==> config.mk <==
export PLATFORM = sky130hd
export DESIGN_NAME = down_counter_flat
export DESIGN_NICKNAME = d
export VERILOG_FILES = /design/src/rtl/down_counter_if.sv /design/src/rtl/down_counter.sv /design/src/flat_wrapper.sv
export SDC_FILE = /design/constraint.sdc
export NUM_CORES = 1
export LEC_CHECK = 0
export ABC_AREA = 0
export BUFFER_PORTS_ARGS = -buffer_cell sky130_fd_sc_hd__buf_2
export CAP_MARGIN = 20
export CORE_AREA = 10 10 47 49
export DETAILED_ROUTE_END_ITERATION = 6
export DIE_AREA = 0 0 57 59
export SLEW_MARGIN = 10
export SYNTH_ARGS = -nofsm -noshare
export SYNTH_HDL_FRONTEND = slang
export SYNTH_SLANG_ARGS = --single-unit
==> constraint.sdc <==
create_clock -name clk -period 2.9 [get_ports clk]
set_input_delay 0.145 -clock clk [delete_from_list [all_inputs] [get_ports clk]]
set_output_delay 0.145 -clock clk [all_outputs]
set_load 0.05 [all_outputs]
==> src/rtl/down_counter_if.sv <==
// rtl/down_counter_if.sv - control/status bundle for the loadable prescaled down-counter
interface down_counter_if #(
  parameter int WIDTH = 4
);
  logic             load;
  logic [WIDTH-1:0] load_value;
  logic             start;
  logic             stop;
  logic [WIDTH-1:0] count;
  logic             busy;
  logic             tc;

  // Controller side: issues load/start/stop, watches count and status
  modport master (
    output load, load_value, start, stop,
    input  count, busy, tc
  );

  // Counter side
  modport slave (
    input  load, load_value, start, stop,
    output count, busy, tc
  );
endinterface

==> src/rtl/down_counter.sv <==
// rtl/down_counter.sv - loadable, prescaled down-counter with one-cycle terminal-count pulse
module down_counter #(
  parameter int WIDTH       = 4,
  parameter int PRESCALE    = 1,
  parameter bit AUTO_RELOAD = 1'b0
) (
  input  logic         clk,
  input  logic         rst,
  down_counter_if.slave bus
);

  // A prescale of zero would never produce a tick; refuse to build it.
  if (PRESCALE < 1) begin : g_bad_prescale
    $error("down_counter: PRESCALE must be >= 1");
  end

  // Prescaler needs at least one bit even when PRESCALE == 1.
  localparam int PW = (PRESCALE > 1) ? $clog2(PRESCALE) : 1;
  localparam logic [PW-1:0]    PRE_MAX = PW'(PRESCALE - 1);
  localparam logic [WIDTH-1:0] ONE     = WIDTH'(1);
  localparam logic [WIDTH-1:0] ZERO    = '0;

  typedef enum logic {
    IDLE = 1'b0,
    RUN  = 1'b1
  } state_t;

  state_t           state_q, state_d;
  logic [WIDTH-1:0] count_q, count_d;
  logic [WIDTH-1:0] reload_q, reload_d;
  logic [PW-1:0]    pre_q, pre_d;
  logic             tc_q, tc_d;

  // State, count, reload, prescaler and tc registers; async reset clears everything
  always_ff @(posedge clk or posedge rst) begin
    if (rst) begin
      state_q  <= IDLE;
      count_q  <= '0;
      reload_q <= '0;
      pre_q    <= '0;
      tc_q     <= 1'b0;
    end else begin
      state_q  <= state_d;
      count_q  <= count_d;
      reload_q <= reload_d;
      pre_q    <= pre_d;
      tc_q     <= tc_d;
    end
  end

  // Next-state logic with priority load > stop > start > tick
  always_comb begin
    state_d  = state_q;
    count_d  = count_q;
    reload_d = reload_q;
    pre_d    = pre_q;
    tc_d     = 1'b0;

    if (bus.load) begin
      // Load aborts any count in progress and never raises tc.
      count_d  = bus.load_value;
      reload_d = bus.load_value;
      pre_d    = '0;
      state_d  = IDLE;
    end else begin
      case (state_q)
        RUN: begin
          if (bus.stop) begin
            // Pausing wins even over a terminal tick due on this edge.
            state_d = IDLE;
            pre_d   = '0;
          end else if (pre_q == PRE_MAX) begin
            pre_d = '0;
            if (count_q == ONE) begin
              tc_d = 1'b1;
              if (AUTO_RELOAD) begin
                count_d = reload_q;
              end else begin
                count_d = ZERO;
                state_d = IDLE;
              end
            end else if (count_q != ZERO) begin
              count_d = count_q - ONE;
            end
          end else begin
            pre_d = pre_q + PW'(1);
          end
        end
        default: begin
          // A zero count cannot be started; start with stop is a no-op.
          if (bus.start && !bus.stop && (count_q != ZERO)) begin
            state_d = RUN;
            pre_d   = '0;
          end
        end
      endcase
    end
  end

  assign bus.count = count_q;
  assign bus.busy  = (state_q == RUN);
  assign bus.tc    = tc_q;

endmodule

==> src/flat_wrapper.sv <==
// flat-port wrapper written by rule: the top's interface ports become plain ports
module down_counter_flat 
#(
  parameter int WIDTH       = 4,
  parameter int PRESCALE    = 1,
  parameter bit AUTO_RELOAD = 1'b0
)
  (clk, rst, bus_load, bus_load_value, bus_start, bus_stop, bus_count, bus_busy, bus_tc);
  down_counter_if #(.WIDTH(WIDTH)) bus_i ();
  input  logic clk;
  input  logic rst;
  input wire logic [$bits(bus_i.load)-1:0] bus_load;
  input wire logic [$bits(bus_i.load_value)-1:0] bus_load_value;
  input wire logic [$bits(bus_i.start)-1:0] bus_start;
  input wire logic [$bits(bus_i.stop)-1:0] bus_stop;
  output wire logic [$bits(bus_i.count)-1:0] bus_count;
  output wire logic [$bits(bus_i.busy)-1:0] bus_busy;
  output wire logic [$bits(bus_i.tc)-1:0] bus_tc;
  assign bus_i.load = bus_load;
  assign bus_i.load_value = bus_load_value;
  assign bus_i.start = bus_start;
  assign bus_i.stop = bus_stop;
  assign bus_count = bus_i.count;
  assign bus_busy = bus_i.busy;
  assign bus_tc = bus_i.tc;
  down_counter #(.WIDTH(WIDTH), .PRESCALE(PRESCALE), .AUTO_RELOAD(AUTO_RELOAD)) u_core (.clk(clk), .rst(rst), .bus(bus_i));
endmodule
==> flow_metrics.tcl <==
set metrics [dict create \
    outcome "finished, final reports clean" \
    route.detailed.drc 0 \
    p_leak_uw 0.0002584 \
    clkLatencyLatePin_ps 250 \
    grt_max_degree 12 \
    syn_nets 54 \
    hold_viol 0 \
    hold_path_class "in2reg" \
    core_um2 1401 \
    tightest_slew_ps 251.9 \
    drt_iter0_drc 4 \
    vias_per_cell 5.013 \
    fmax_ghz 0.6063 \
    drive_above_1_share_pct 37.29 \
    critPathSlowestCell "or3b_2" \
    yosysWarnings 0 \
    io_buffers 14 \
    wl_um 982 \
    fin_crit_sh_pct 56.87 \
    diodes 0 \
    cp.arrival_ps 1770 \
    peakVddDrop_mv 0.2852 \
    grt.total_usage_pct 5.773 \
    setup_slack_ps 1251 \
    antenna_found_initial 0 \
    yosysTopAreaCell "dfrtp_1" \
    cts.path.max_buffers 2 \
    post-dp-hpwl_um 780 \
    die_area_um2 3363 \
    setup_viol 0 \
    tritoncts "done" \
    skew_ps 2.798 \
    crit_buf_inv 1 \
    setup_tns_ps 0 \
    postSynthAreaPerCell_um2 9.861 \
    overflow 0 \
    cp_cell_sequence "inv_1 -> ha_1 -> or3b_2 -> nand4_1 -> o221ai_1" \
    post_drt_wl_per_cell_um 13.09 \
    rsz0062_at_grt "false" \
    ys_ff_latch 6 \
    end_kind "flip-flop" \
    start_util_pct 29.55 \
    crit_fanout 4 \
    synth_top_area_share_pct 36.25 \
    post-route-min-period_ps 1649 \
    drv_slew 0 \
    io_pins 15 \
    cts_sinks 6 \
    cpPeakStageDelay_ps 490 \
    placementRows 14 \
    crit_type "reg2reg" \
    busiest_layer "met2" \
    vias 376 \
    clk_pin_slew_ps 50 \
    layout.nets 73 \
    first_global_vias 379 \
    synth_area_leaders "dfrtp_1 36%, ha_1 9.1%, o221ai_1 6.3%" \
    root_buffer "clkbuf_4" \
    synth_area_um2 414.1 \
    grt_util_met2_pct 8.682 \
    place_congestion 0.7537 \
    synthArstFlopShare_pct 100.0 \
    antenna_left 0 \
    area_delta_synth_final_pct 26.89 \
    seq_area_frac_synth_pct 36.25 \
    critPathTopFamily "simple AND/OR/NAND/NOR gates" \
    place_ws_ps 1258 \
    syn-instance-count 42 \
    synth_ff_type "dfrtp_1" \
    required_ps 3020 \
    dieHeight_um 59 \
    power_density_nw_per_um2 496.2 \
    met1_usage_pct 6.010 \
    synth_cell_types 22 \
    die_w_um 57 \
    firstDrtPassIters 3 \
    met3_usage_pct 5.150 \
    h-tree-depth 1 \
    grt_pass1_wl_mm 1.531 \
    synth_edf_count 0 \
    slew_headroom_pct 83.33 \
    cap_violations 0 \
    cts_made_buffers 3 \
    start_kind "flip-flop" \
]
==> power breakdown <==
part | switching [uW] | leakage, uW | internal, uW | total [uW]
combinational | 49.5 | 0.000168 | 29.3 | 78.9
sequential | 10.4 | 0.0000761 | 90.6 | 101
clock | 33.8 | 0.0000138 | 47.1 | 80.9
==> routing by layer <==
metal | routed length [um] | share of wire (%)
met5 | 0 | 0
met3 | 89 | 9.1
met4 | 0 | 0
met2 | 441 | 45
met1 | 451 | 46
==> cell families (layout without fill, tap and decap cells) <==
kind of cell             Yosys count  in the layout  synth area share (%)
AO/OA/AOI/OAI                      6              6                 12.69
AND/OR/NAND/NOR                   21             21                 32.02
multiplexers                       1              1                 2.417
flip-flops                         6              6                 36.25
adder cells (fa/ha/maj)            3              3                 9.064
buffers and inverters              4             21                 5.438
XOR/XNOR                           1              1                 2.115
==> state kept, by name (all words and copies together), names as in the netlist <==
signal / flops
u_core.bus.busy: 1
u_core.bus.count: 4
u_core.bus.tc: 1
==> worst paths after layout <==
path / startpoint / end / slack [ps] / cells after the start
min in group asynchronous: rst / u_core.bus.tc / 340 / 3
worst min register to register: u_core.bus.count[0] / u_core.bus.count[0] / 640 / 1
worst max register to register: u_core.bus.count[1] / u_core.bus.count[3] / 1250 / 5
worst max-delay path: u_core.bus.count[1] / u_core.bus.count[3] / 1250 / 5
worst min-delay path: bus_load_value[2] / u_core.bus.count[2] / 110 / 3
max in group asynchronous: rst / u_core.bus.count[0] / 2360 / 3
==> synthesized netlist by cell type (2+ instances only) <==
master / number
o221ai_1: 3
inv_1: 3
ha_1: 3
nor2_1: 2
nor2b_1: 2
nor3_1: 3
nand2_1: 6
dfrtp_1: 6
==> layout make-up <==
type                            count  area, um2
Clock buffer                        3      22.52
Sequential cell                     6      150.1
Tap cell                           16      20.02
Inverter                            3      11.26
Timing Repair Buffer               15      80.08
Fill cell                         150      875.8
Multi-Input combinational cell     32      241.5
==> placed cells by master (no fill, tap or decap) <==
cell type	instances
or4b_4	1
nor2_1	2
nand2_1	6
ha_1	3
nand4_1	1
nor2b_4	1
mux2i_1	1
dlygate4sd3_1	1
or3b_2	1
o311ai_2	1
a21oi_1	1
or2b_4	1
buf_2	14
o21ai_0	1
xnor2_1	1
nand3_1	1
inv_1	3
dfrtp_1	6
o221ai_1	3
clkbuf_4	3
nor3_1	3
nor2b_1	2
nand2b_1	1
or4b_1	1
==> per-stage QoR <==
| step | instance area (um2) | std cells | hold slack, ps | total power [uW] | util (%) |
|---|---|---|---|---|---|
| 6_report | 525.5 | 75 | 107.1 | 260.8 | 37.50 |
| 5_1_grt | 525.5 | 75 | 93.49 | 279.5 | 37.50 |
| 4_1_cts | 525.5 | 75 | 104.9 | 264.6 | 37.50 |
| 3_5_place_dp | 493.0 | 71 | 67.80 | 181.5 | 35.18 |
| 3_3_place_gp | 493.0 | 71 | 70.50 | 181.4 | 35.18 |
| 2_1_floorplan | 414.1 | 42 | -64.04 | 160.7 | - |
==> worst reg2reg max path, delay by kind of cell (launching register included) <==
kind	cells	cell delay (ps)
AO/OA/AOI/OAI	1	140
adder cells (fa/ha/maj)	1	200
flip-flops	1	390
AND/OR/NAND/NOR	2	640
buffers and inverters	1	140
==> what timing repair did <==
action | 4_1_cts | 5_1_grt
resized for setup | 0 | 0
buffers inserted | 0 | 0
hold buffers | 1 | 0
endpoints found under the hold margin | 6 | 0
No activity file was read; power rests on OpenSTA's default activity.
